`config.mk`:
```
export PLATFORM = sky130hd
export DESIGN_NAME = playbus_master_flat
export DESIGN_NICKNAME = d
export VERILOG_FILES = /design/src/rtl/playbus_master_if.sv /design/src/rtl/playbus_master.sv /design/src/flat_wrapper.sv
export SDC_FILE = /design/constraint.sdc
export NUM_CORES = 1
export LEC_CHECK = 0
export ABC_AREA = 0
export BUFFER_PORTS_ARGS = -buffer_cell sky130_fd_sc_hd__buf_2
export CORE_UTILIZATION = 40
export DETAILED_ROUTE_END_ITERATION = 12
export PLACE_DENSITY = 0.56
export SETUP_SLACK_MARGIN = 0.2
export SLEW_MARGIN = 20
export SYNTH_ARGS = -nofsm -noshare
export SYNTH_HDL_FRONTEND = slang
export SYNTH_SLANG_ARGS = --single-unit
```
`constraint.sdc`:
```
create_clock -name clk -period 1.75 [get_ports clk]
set_input_delay 0.0875 -clock clk [delete_from_list [all_inputs] [get_ports clk]]
set_output_delay 0.0875 -clock clk [all_outputs]
set_load 0.005 [all_outputs]
```
`src/rtl/playbus_master_if.sv`:
```
// playbus_master_if: command handshake and PlayBus strobe bundle
// Ports (master view):
//   cmd_valid, cmd_op[1:0]               in   command offer
//   cmd_ready, busy, done                out  queue and transfer status
//   SWBEN, RAMO, ROMO, RAMW, LEDLTCH     out  source enables / sink selects
//   n_clk                                out  active-low latch clock
interface playbus_master_if;
  logic       cmd_valid;
  logic [1:0] cmd_op;
  logic       cmd_ready;
  logic       busy;
  logic       done;
  logic       SWBEN;
  logic       RAMO;
  logic       ROMO;
  logic       RAMW;
  logic       LEDLTCH;
  logic       n_clk;
  modport master (
    input  cmd_valid, cmd_op,
    output cmd_ready, busy, done, SWBEN, RAMO, ROMO, RAMW, LEDLTCH, n_clk
  );
  modport slave (
    output cmd_valid, cmd_op,
    input  cmd_ready, busy, done, SWBEN, RAMO, ROMO, RAMW, LEDLTCH, n_clk
  );
endinterface

```
`src/rtl/playbus_master.sv`:
```
// playbus_master: queued PlayBus transfer initiator driving source/sink strobes and n_clk
// Ports:
//   clk    in  system clock, rising edge
//   reset  in  asynchronous reset, active-high
//   bus    playbus_master_if.master (command handshake, status, bus strobes)
// Optional feature: define PLAYBUS_TURNAROUND_EN to insert a one-cycle idle TURN
// state between back-to-back transfers whose bus source differs.
module playbus_master #(
  parameter int DEPTH      = 4,
  parameter int SETUP_CYC  = 1,
  parameter int STROBE_CYC = 2,
  parameter int HOLD_CYC   = 1
) (
  input logic clk,
  input logic reset,
  playbus_master_if.master bus
);
  localparam int AW   = $clog2(DEPTH);
  localparam int MAXC = (SETUP_CYC > STROBE_CYC)
                      ? ((SETUP_CYC > HOLD_CYC) ? SETUP_CYC : HOLD_CYC)
                      : ((STROBE_CYC > HOLD_CYC) ? STROBE_CYC : HOLD_CYC);
  localparam int CW   = $clog2(MAXC + 1);
  localparam logic [CW-1:0] S_LD = CW'(SETUP_CYC - 1);
  localparam logic [CW-1:0] T_LD = CW'(STROBE_CYC - 1);
  localparam logic [CW-1:0] H_LD = CW'(HOLD_CYC - 1);
  typedef enum logic [2:0] {
    IDLE, SETUP, STROBE, HOLD
`ifdef PLAYBUS_TURNAROUND_EN
    , TURN
`endif
  } state_t;
  state_t        state, nxt;
  logic [CW-1:0] cnt, ncnt;
  logic [1:0]    op, nop, head;
  logic [AW:0]   wr_ptr, rd_ptr;
  logic [1:0]    mem [DEPTH];
  logic          empty, full, push, pop, start, act;
`ifdef PLAYBUS_TURNAROUND_EN
  // SW->LED and SW->RAM share the switch buffer as source
  function automatic logic [1:0] src(input logic [1:0] o);
    return o[1] ? o : 2'b00;
  endfunction
`endif
  assign empty         = wr_ptr == rd_ptr;
  assign full          = (wr_ptr ^ rd_ptr) == {1'b1, {AW{1'b0}}};
  assign push          = bus.cmd_valid && !full;
  assign head          = mem[rd_ptr[AW-1:0]];
  assign bus.cmd_ready = !full;
  assign bus.busy      = (state != IDLE) || !empty;
  always_ff @(posedge clk)
    if (push) mem[wr_ptr[AW-1:0]] <= bus.cmd_op;
  // cnt counts down the remaining cycles of the current phase, reloaded on entry
  always_comb begin
    nxt   = state;
    ncnt  = cnt - 1'b1;
    nop   = op;
    pop   = 1'b0;
    start = 1'b0;
    case (state)
      IDLE:   start = !empty;
      SETUP:  if (cnt == '0) begin
                nxt  = STROBE;
                ncnt = T_LD;
              end
      STROBE: if (cnt == '0) begin
                nxt  = HOLD;
                ncnt = H_LD;
              end
      HOLD:   if (cnt == '0) begin
                nxt   = IDLE;
                start = !empty;
`ifdef PLAYBUS_TURNAROUND_EN
                if (!empty && src(head) != src(op)) begin
                  start = 1'b0;
                  nxt   = TURN;
                end
`endif
              end
`ifdef PLAYBUS_TURNAROUND_EN
      TURN:   start = 1'b1;
`endif
      default: nxt = IDLE;
    endcase
    if (start) begin
      pop  = 1'b1;
      nop  = head;
      nxt  = SETUP;
      ncnt = S_LD;
    end
  end
  // Strobes are registered from the next state so they change exactly with it
  assign act = (nxt == SETUP) || (nxt == STROBE) || (nxt == HOLD);
  always_ff @(posedge clk or posedge reset)
    if (reset) begin
      state       <= IDLE;
      cnt         <= '0;
      op          <= '0;
      wr_ptr      <= '0;
      rd_ptr      <= '0;
      bus.SWBEN   <= 1'b0;
      bus.RAMO    <= 1'b0;
      bus.ROMO    <= 1'b0;
      bus.RAMW    <= 1'b0;
      bus.LEDLTCH <= 1'b0;
      bus.n_clk   <= 1'b1;
      bus.done    <= 1'b0;
    end else begin
      state       <= nxt;
      cnt         <= ncnt;
      op          <= nop;
      wr_ptr      <= push ? wr_ptr + 1'b1 : wr_ptr;
      rd_ptr      <= pop ? rd_ptr + 1'b1 : rd_ptr;
      bus.SWBEN   <= act && !nop[1];
      bus.RAMO    <= act && nop == 2'b10;
      bus.ROMO    <= act && nop == 2'b11;
      bus.RAMW    <= act && nop == 2'b01;
      bus.LEDLTCH <= act && nop != 2'b01;
      bus.n_clk   <= nxt != STROBE;
      bus.done    <= nxt == HOLD && ncnt == '0;
    end
endmodule

```
`src/flat_wrapper.sv`:
```
// flat-port wrapper written by rule: the top's interface ports become plain ports
module playbus_master_flat 
#(
  parameter int DEPTH      = 4,
  parameter int SETUP_CYC  = 1,
  parameter int STROBE_CYC = 2,
  parameter int HOLD_CYC   = 1
)
  (clk, reset, bus_cmd_valid, bus_cmd_op, bus_cmd_ready, bus_busy, bus_done, bus_SWBEN, bus_RAMO, bus_ROMO, bus_RAMW, bus_LEDLTCH, bus_n_clk);
  playbus_master_if bus_i ();
  input logic clk;
  input logic reset;
  input wire logic [$bits(bus_i.cmd_valid)-1:0] bus_cmd_valid;
  input wire logic [$bits(bus_i.cmd_op)-1:0] bus_cmd_op;
  output wire logic [$bits(bus_i.cmd_ready)-1:0] bus_cmd_ready;
  output wire logic [$bits(bus_i.busy)-1:0] bus_busy;
  output wire logic [$bits(bus_i.done)-1:0] bus_done;
  output wire logic [$bits(bus_i.SWBEN)-1:0] bus_SWBEN;
  output wire logic [$bits(bus_i.RAMO)-1:0] bus_RAMO;
  output wire logic [$bits(bus_i.ROMO)-1:0] bus_ROMO;
  output wire logic [$bits(bus_i.RAMW)-1:0] bus_RAMW;
  output wire logic [$bits(bus_i.LEDLTCH)-1:0] bus_LEDLTCH;
  output wire logic [$bits(bus_i.n_clk)-1:0] bus_n_clk;
  assign bus_i.cmd_valid = bus_cmd_valid;
  assign bus_i.cmd_op = bus_cmd_op;
  assign bus_cmd_ready = bus_i.cmd_ready;
  assign bus_busy = bus_i.busy;
  assign bus_done = bus_i.done;
  assign bus_SWBEN = bus_i.SWBEN;
  assign bus_RAMO = bus_i.RAMO;
  assign bus_ROMO = bus_i.ROMO;
  assign bus_RAMW = bus_i.RAMW;
  assign bus_LEDLTCH = bus_i.LEDLTCH;
  assign bus_n_clk = bus_i.n_clk;
  playbus_master #(.DEPTH(DEPTH), .SETUP_CYC(SETUP_CYC), .STROBE_CYC(STROBE_CYC), .HOLD_CYC(HOLD_CYC)) u_core (.clk(clk), .reset(reset), .bus(bus_i));
endmodule
```
# After elaboration in Yosys (flattened, before gate mapping)
# Memory sizes are Yosys's and may differ from the RTL's.
# Index checks and enable logic that the tools add are counted.
# W data, S select, Z words.
# word_totals
inputBits	5
memories	1
wordCells	62
ff_bits	20
output_inout_bits	9
ram_bits	8
# op_classes
n_eq_ne	13
reduce_logical	17
bitwise_logic	1
n_addsub	3
n_mux	15
# memory_table
memory	words	width	rd	rd_ports_with_merged_regs	wr	line_no	text
u_core.mem	4	2	1	0	1	playbus_master.sv:36	logic [1:0] mem [DEPTH];
# op_table
operator	n
$eq A3 B2 Y1 const B	4
$mux W3	4
$pmux W3 S4	1
$mux W2	4
$logic_and A1 B1 Y1	7
$add A3 B1 Y3 const B	2
$eq A3 B1 Y1 const B	2
$eq A2 B2 Y1 const B	2
$logic_not A2 Y1	2
$mux W1	4
$pmux W2 S2	1
$eq A3 B3 Y1	1
$eq A3 B3 Y1 const B	1
$logic_not A1 Y1	3
$logic_not A3 Y1	1
$logic_or A1 B1 Y1	3
$ne A3 B2 Y1 const B	1
$reduce_bool A3 Y1	1
$xor A3 B3 Y3	1
$eq A2 B1 Y1 const B	1
$ne A2 B1 Y1 const B	1
$pmux W1 S2	1
$sub A2 B1 Y2 const B	1

# Longest topological paths before layout
# Gate-level depths: netlist of the first run.
# depth
depth_word	9
mapped_depth	6

# Worst setup path after synthesis of the first run
# No wires, ideal clock.
# synth_timing
path_kind	reg2reg
start	register u_core.rd_ptr[0]
end	register u_core.bus.SWBEN
n_path_buf	0
slack_ns	0.058
stages_incl_launch_ff	4
setup_time_ns	0.095
required_ns	1.655
arrival_time_ns	1.596
path_cell_list	dfrtp_1 > mux4_2 > or4_1 > o31ai_1
# synth_via
elab_chain_cells	9
word_cells_on_any_way	14
classes_between	eq/ne (4); mux (4); reduce/logical (5); memory (1)
# synth_lines
element	line_no	text
start: declaration	playbus_master.sv:35	logic [AW:0] wr_ptr, rd_ptr;
start signal: assignment	playbus_master.sv:112	rd_ptr <= pop ? rd_ptr + 1'b1 : rd_ptr;
$eq A3 B3 Y1	playbus_master.sv:44	assign empty = wr_ptr == rd_ptr;
$logic_not A1 Y1	playbus_master.sv:60, playbus_master.sv:71	
$mux W1	playbus_master.sv:69	HOLD: if (cnt == '0) begin
$pmux W1 S2	playbus_master.sv:59	case (state)
$mux W3	playbus_master.sv:84	if (start) begin
$eq A3 B1 Y1 or $eq A3 B2 Y1 (tied branches)	playbus_master.sv:92	assign act = (nxt == SETUP) || (nxt == STROBE) || (nxt == HOLD);
$logic_or A1 B1 Y1 (2 in series)	playbus_master.sv:92	
$logic_and A1 B1 Y1 *	playbus_master.sv:113	bus.SWBEN <= act && !nop[1];
end signal: assignment	playbus_master.sv:113	
end: declaration	playbus_master_if.sv:21	output cmd_ready, busy, done, SWBEN, RAMO, ROMO, RAMW, LEDLTCH, n_clk
# Mark *: on every way between the ends. The rest lies on a longest branch, timed or not.
# A chain may end at the register's enable or synchronous reset.

# Final worst setup path of the first run
# layout_timing
start	register u_core.wr_ptr[2]
end	register u_core.op[1]
# layout_via
elab_chain_cells	5
# layout_lines
element	line_no	text
start: declaration	playbus_master.sv:35	
start signal: assignment	playbus_master.sv:111	wr_ptr <= push ? wr_ptr + 1'b1 : wr_ptr;
$eq A3 B3 Y1 *	playbus_master.sv:44	
$logic_not A1 Y1 *	playbus_master.sv:60, playbus_master.sv:71	
$mux W1	playbus_master.sv:69	
$pmux W1 S2 *	playbus_master.sv:59	
$mux W2 *	playbus_master.sv:84	
named net u_core.nop[1]	playbus_master.sv:34	logic [1:0] op, nop, head;
end signal: assignment	playbus_master.sv:110	op <= nop;
end: declaration	playbus_master.sv:34	
# Mark *: on every way through the listed nets, which the timed path passes. The rest lies on a longest branch.

==> results of run 1 <==
==> timing repair <==
item / 4_1_cts / 5_1_grt
cloned: 0 / 0
endpoints found under the setup margin: 22 / 24
pin swaps: 6 / 11
endpoints found under the hold margin: 27 / 0
setup buffers: 8 / 5
hold buffers: 3 / 0
resized for setup: 13 / 23
==> cell type report <==
| class | count | area [sq um] | area share [%] |
|---|---|---|---|
| Timing Repair Buffer | 33 | 230 | 12.2 |
| Sequential cell | 28 | 749 | 39.7 |
| Inverter | 11 | 41.3 | 2.19 |
| Tap cell | 46 | 57.6 | 3.05 |
| Multi-Input combinational cell | 74 | 756 | 40.1 |
| Clock buffer | 3 | 22.5 | 1.19 |
| Clock inverter | 1 | 30.0 | 1.59 |
==> layer usage <==
metal	GRT usage [%]	wire [um]
met4	6.17	27
met3	3.15	82
met5	0	0
met1	22.6	1250
met2	26.9	1330
==> power by group through the flow <==
stage	registers, mW	clock network [mW]	logic (mW)
after CTS	1.16	0.431	1.79
final	1.17	0.417	2.16
after detailed placement	1.14	0	1.49
after global routing	1.21	0.455	2.38
after floorplan	1.10	0	1.12
after global placement	1.14	0	1.46
==> logic make-up after synthesis <==
| group | share of synthesized area [%] |
|---|---|
| compound gates | 13.0 |
| xor+xnor | 6.19 |
| fa+ha+maj | 7.18 |
| simple gates | 11.0 |
| other cells | 0.269 |
| flops | 53.2 |
| buf+inv | 4.04 |
| mux | 5.12 |
==> cells in the mapped netlist (2+ instances only) <==
cell type	instances	area share (%)
nand2_1	5	1.3
nor2b_1	3	1.3
o211a_1	2	1.4
xnor2_1	4	2.5
inv_1	11	3.0
ha_1	8	7.2
clkbuf_1	2	0.54
o31ai_1	3	1.6
nor3_1	2	0.72
mux2_2	2	1.6
a21oi_1	3	1.1
o32ai_1	2	1.3
a32o_1	3	2.2
nor2_1	6	1.6
edfxtp_1	8	17
dfrtp_1	19	34
and2_1	5	2.2
xor2_1	4	2.5
o21ai_0	5	1.8
nand2b_1	2	0.90
==> tightest hold or removal path, stage by stage <==
cell,delay (ns)
buf_2,0.10
o31a_1,0.16
buf_4,0.16
xnor2_1,0.11
==> stage by stage <==
stage	utilization [%]	total power, mW
2_1_floorplan	-	2.22
3_3_place_gp	46.9	2.60
3_5_place_dp	46.9	2.63
4_1_cts	53.1	3.38
5_1_grt	56.5	4.04
6_report	56.5	3.74
==> layout by cell type (no fill, tap or decap), drive strengths merged <==
cell,n
dlygate4sd3,3
a21bo,1
nor3,2
nor2b,3
inv,11
a221oi,1
o32ai,2
mux4,2
clkbuf,3
dfrtp,19
a21oi,3
buf,30
bufinv,1
and3,1
nor2,7
conb,1
ha,8
nand2,5
nand2b,2
a32o,3
dfstp,1
o311ai,1
edfxtp,8
and2,5
xor2,5
a21o,1
o31ai,3
or3,1
or4,1
nor3b,1
o21ai,5
mux2,2
nand3,1
xnor2,4
o211a,2
o31a,1
==> final timing paths <==
| kind | startpoint | to | slack [ns] | depth (start not counted) |
|---|---|---|---|---|
| max | u_core.wr_ptr[2] | u_core.op[1] | 0.11 | 4 |
| min | bus_cmd_valid | u_core.wr_ptr[0] | 0.30 | 4 |
| max reg2reg | u_core.wr_ptr[2] | u_core.op[1] | 0.11 | 4 |
| min reg2reg | u_core.op[1] | u_core.bus.SWBEN | 0.54 | 1 |
| max in group asynchronous | reset | u_core.state[2] | 0.84 | 3 |
| min in group asynchronous | reset | u_core.wr_ptr[0] | 0.41 | 3 |
==> flip-flops by register name, indices dropped and copies added, names as in the netlist <==
name / count
u_core.bus.done: 1
u_core.bus.RAMO: 1
u_core.bus.ROMO: 1
u_core.wr_ptr: 3
u_core.bus.RAMW: 1
u_core.bus.n_clk: 1
u_core.bus.LEDLTCH: 1
u_core.mem: 8
u_core.rd_ptr: 3
u_core.op: 2
u_core.state: 3
u_core.bus.SWBEN: 1
u_core.cnt: 2
==> impl_metrics.env, run 1 <==
export IMPL_drc_errors=0
export IMPL_pre_cts_ws_ns=0.00667
export IMPL_cts_tree="built"
export IMPL_syn_cell_area_sq_mm=0.00139
export IMPL_worst_slack_ns=0.108
export IMPL_ys_seq_elements=28
export IMPL_drv_cap=0
export IMPL_gp_congestion=0.756
export IMPL_grtUsageTotal_pct=16.7
export IMPL_grt_pass1_vias=987
export IMPL_core_sq_mm=0.00334
export IMPL_fin_skew_ns=0.00305
export IMPL_p_leak_nw=0.836
export IMPL_rows=21
export IMPL_fin_cells=196
export IMPL_htree_levels=1
export IMPL_crit_path_max_incr_delay_ns=0.47
export IMPL_grt_pass1_wl_mm=4.45
export IMPL_switching_share_pct=38.7
export IMPL_drt_initial_drc_count=41
export IMPL_hold_viol=0
export IMPL_insertion_delay_ns=0.32
export IMPL_fin_setup_tns_ns=0
export IMPL_gr_total_overflow=0
export IMPL_vias_per_cell=4.95
export IMPL_status="finished, final reports clean"
export IMPL_fmax_mhz=609
export IMPL_startpoint_type="flop"
export IMPL_grt_setup_unrepaired="yes"
export IMPL_clock_path_buffers=2
export IMPL_report_final_slew_viol_count=0
export IMPL_p_switching_mw=1.45
export IMPL_root_buffer="clkbuf_4"
export IMPL_peakVddDrop_mv=0.810
export IMPL_syn_num_nets=129
export IMPL_clkSinkCount=28
export IMPL_p_comb_share_pct=57.6
export IMPL_synth_edf_count=8
export IMPL_dieHeight_um=61.0
export IMPL_stdcell_area_sq_mm=0.00189
export IMPL_die_area_sq_mm=0.00372
export IMPL_finalCriticalPeriod_ns=1.64
export IMPL_start_util_pct=41.8
export IMPL_critical_path_class="flop to flop"
export IMPL_path_clk_slew_ns=0.15
export IMPL_crit_slowest_cell="dfrtp_2"
export IMPL_setup_viol=0
export IMPL_dp_cells=176
export IMPL_dr_total_vias=971
export IMPL_syn2layout_area_growth_pct=35.4
export IMPL_cts_made_buffers=3
export IMPL_p_int_mw=2.29
export IMPL_diodes=0
export IMPL_yosysWarningCount=0
export IMPL_power_density_mw_per_mm2=1980
export IMPL_path_cells="xor2_2 -> o311ai_4 -> nor2_4 -> mux2_4"
export IMPL_cp_data_required_time_ns=1.98
export IMPL_grt_max_degree=21
export IMPL_die_w_um=61.0
export IMPL_io_pins=14
export IMPL_hpwl_mm=1.81
export IMPL_firstDrtPassIters=4
export IMPL_ys_types=37
export IMPL_synth_area_per_cell_sq_um=12.0
export IMPL_post_dp_cell_area_sq_mm=0.00157
export IMPL_wl_per_cell_um=13.7
export IMPL_pwr_share_seq_pct=31.2
export IMPL_grt_antenna_before_repair=0
export IMPL_crit_path_end_kind="flop"
export IMPL_synthArstFlopShare_pct=71.4
export IMPL_holdWs_ns=0.301
export IMPL_drive_gt1_share_pct=46.0
export IMPL_routed_wl_mm=2.69
export IMPL_worst_slew_pin_slew_ns=0.738
export IMPL_min_path_type="input port to flop"
export IMPL_arrival_ns=1.87
export IMPL_p_clk_share_pct=11.2
export IMPL_ys_flop_type="dfrtp_1"
export IMPL_antenna_left=0
export IMPL_port_buffer_count=13
export IMPL_nets=164
export IMPL_syn_inst=116
export IMPL_critPathTopFamily="flip-flops"
export IMPL_worstPathMaxFanout=6
export IMPL_seq_area_frac_synth_pct=53.2
export IMPL_final_period_utilization_pct=93.8
export IMPL_relSlewSlack_pct=50.7
export IMPL_fillers=298
export IMPL_cp_buffers_inverters=0
Note: power is estimated with default switching activity, not from simulation.
==> run 2, diff against run 1 <==
--- a/config.mk
+++ b/config.mk
@@ -7,6 +7,7 @@
 export LEC_CHECK = 0
 export ABC_AREA = 0
 export BUFFER_PORTS_ARGS = -buffer_cell sky130_fd_sc_hd__buf_2
+export CORE_ASPECT_RATIO = 1.75
 export CORE_UTILIZATION = 40
 export DETAILED_ROUTE_END_ITERATION = 12
 export PLACE_DENSITY = 0.56
==> run 2 against run 1 <==
Clock power increased by 20%. Combinational power decreased by 6%. Critical endpoint is now u_core.bus.SWBEN. Largest power group unchanged. Hold slack got worse by 0.28 ns. Critical path type unchanged. Global-route usage increased by 0.33 points. Maximum frequency increased by 1.1%.
==> impl_metrics.env, run 2 (same netlist as run 1, synthesis figures left out) <==
export IMPL_cp_data_required_time_ns=1.94
export IMPL_min_path_type="input port to flop"
export IMPL_grt_pass1_vias=999
export IMPL_timing_rr_start="u_core.rd_ptr[0]"
export IMPL_worstPathMaxFanout=5
export IMPL_grt_setup_unrepaired="yes"
export IMPL_htree_levels=1
export IMPL_fin_skew_ns=0.00169
export IMPL_finalCriticalPeriod_ns=1.62
export IMPL_port_buffer_count=13
export IMPL_core_sq_mm=0.00336
export IMPL_final_period_utilization_pct=92.8
export IMPL_grt_antenna_before_repair=0
export IMPL_wl_per_cell_um=14.2
export IMPL_layout_cells_most_common_list="buf_4, dfrtp_1, buf_2"
export IMPL_report_final_slew_viol_count=0
export IMPL_worstReg2RegEnd="u_core.bus.SWBEN"
export IMPL_dr_total_vias=951
export IMPL_startpoint_type="flop"
export IMPL_hpwl_mm=1.98
export IMPL_largest_reg_flops=8
export IMPL_grt_max_degree=21
export IMPL_io_pins=14
export IMPL_drt_initial_drc_count=12
export IMPL_power_mw=3.73
export IMPL_pwr_share_seq_pct=32.3
export IMPL_peakVddDrop_mv=1.02
export IMPL_gr_total_overflow=0
export IMPL_cts_made_buffers=3
export IMPL_firstDrtPassIters=4
export IMPL_p_switching_mw=1.44
export IMPL_stdcell_area_sq_mm=0.00187
export IMPL_clock_path_buffers=2
export IMPL_drv_cap=0
export IMPL_die_area_sq_mm=0.00373
export IMPL_clkSinkCount=28
export IMPL_routed_wl_mm=2.74
export IMPL_final_common_cell="buf_4"
export IMPL_p_leak_nw=0.818
export IMPL_vias_per_cell=4.93
export IMPL_p_comb_share_pct=54.2
export IMPL_drive_gt1_share_pct=45.3
export IMPL_die_w_um=46.6
export IMPL_root_buffer="clkbuf_8"
export IMPL_setup_viol=0
export IMPL_nets=162
export IMPL_crit_path_end_kind="flop"
export IMPL_startpoint="u_core.rd_ptr[0]"
export IMPL_start_util_pct=41.4
export IMPL_insertion_delay_ns=0.27
export IMPL_antenna_left=0
export IMPL_r2r_cells=3
export IMPL_status="finished, final reports clean"
export IMPL_path_clk_slew_ns=0.09
export IMPL_dp_cells=178
export IMPL_diodes=0
export IMPL_power_density_mw_per_mm2=1990
export IMPL_switching_share_pct=38.7
export IMPL_arrival_ns=1.82
export IMPL_p_int_mw=2.28
export IMPL_syn2layout_area_growth_pct=34.1
export IMPL_critPathCapture="u_core.bus.SWBEN"
export IMPL_fin_cells=193
export IMPL_dieHeight_um=80.1
export IMPL_critical_path_class="flop to flop"
export IMPL_cts_tree="built"
export IMPL_r2r_slack_ns=0.13
export IMPL_rows=28
export IMPL_postLayoutCoreUtil_pct=55.6
export IMPL_p_clk_share_pct=13.4
export IMPL_grt_pass1_wl_mm=4.56
export IMPL_gp_congestion=0.871
export IMPL_hold_viol=0
export IMPL_drc_errors=0
export IMPL_grtUsageTotal_pct=17.0
export IMPL_fmax_mhz=616
export IMPL_post_dp_cell_area_sq_mm=0.00159
-- run 2: changes by cell type in the layout (fill, tap and decap cells not counted), moves of 2 or more --
cell / delta
buf_4: +2
mux2_2: +2
clkbuf_8: +3
buf_6: -2
dlygate4sd3_1: -2
clkbuf_4: -3
mux2_4: -2
-- run 2: power groups by stage --
| stage | clock network [mW] | registers (mW) | logic (mW) |
|---|---|---|---|
| finish | 0.500 | 1.20 | 2.02 |
| global route | 0.534 | 1.24 | 2.24 |
| CTS | 0.515 | 1.17 | 1.78 |
| detailed placement | 0 | 1.15 | 1.52 |
| global placement | 0 | 1.14 | 1.48 |
| floorplan | 0 | 1.10 | 1.12 |
-- run 2: layer usage --
layer	up-vias	part of all wire [%]	global-route usage, %	routed length (um)
met1	461	37	18.6	1010
met2	18	60	31.0	1650
met3	2	1.9	2.02	53
li1	470	-	-	-
met4	0	0.80	7.14	22
met5	-	0	0	0
-- run 2: metrics by stage --
| step | setup WS [ns] | hold WS [ns] | setup TNS, ns |
|---|---|---|---|
| 2_1_floorplan | 0.213 | 0.0505 | 0 |
| 3_3_place_gp | -0.0290 | 0.121 | -0.0290 |
| 3_5_place_dp | -0.0301 | 0.128 | -0.0301 |
| 4_1_cts | 0.134 | 0.0174 | 0 |
| 5_1_grt | 0.0845 | 0.0186 | 0 |
| 6_report | 0.125 | 0.0225 | 0 |
-- run 2: timing repair --
| item | 4_1_cts | 5_1_grt |
|---|---|---|
| endpoints found under the hold margin | 19 | 0 |
| pin swaps | 7 | 9 |
| buffers inserted | 7 | 3 |
| hold buffers | 1 | 0 |
| resized for setup | 12 | 18 |
| setup endpoints to repair | 24 | 21 |
-- run 2: critical path, cell delays in order, from the launching register on --
cell and delay (ns):
dfrtp_2 0.50, mux4_2 0.54, or4_4 0.44, o31ai_4 0.06
-- run 2: final cells by class --
class                           count  area, sq um
Sequential cell                    28          748
Clock inverter                      1         30.0
Multi-Input combinational cell     74          749
Tap cell                           45         56.3
Fill cell                         304         1490
Timing Repair Buffer               31          203
Inverter                           11         41.3
Clock buffer                        3         41.3
-- run 2: how the worst min path moves through the flow --
stage                              from            endpoint  depth (start not counted)
after global placement            reset     u_core.state[2]                          3
after global routing      bus_cmd_op[1]    u_core.mem[2][1]                          1
after CTS                 bus_cmd_op[1]    u_core.mem[2][1]                          1
final                     bus_cmd_op[1]    u_core.mem[2][1]                          1
after floorplan                   reset  u_core.bus.LEDLTCH                          1
after detailed placement          reset     u_core.state[0]                          3
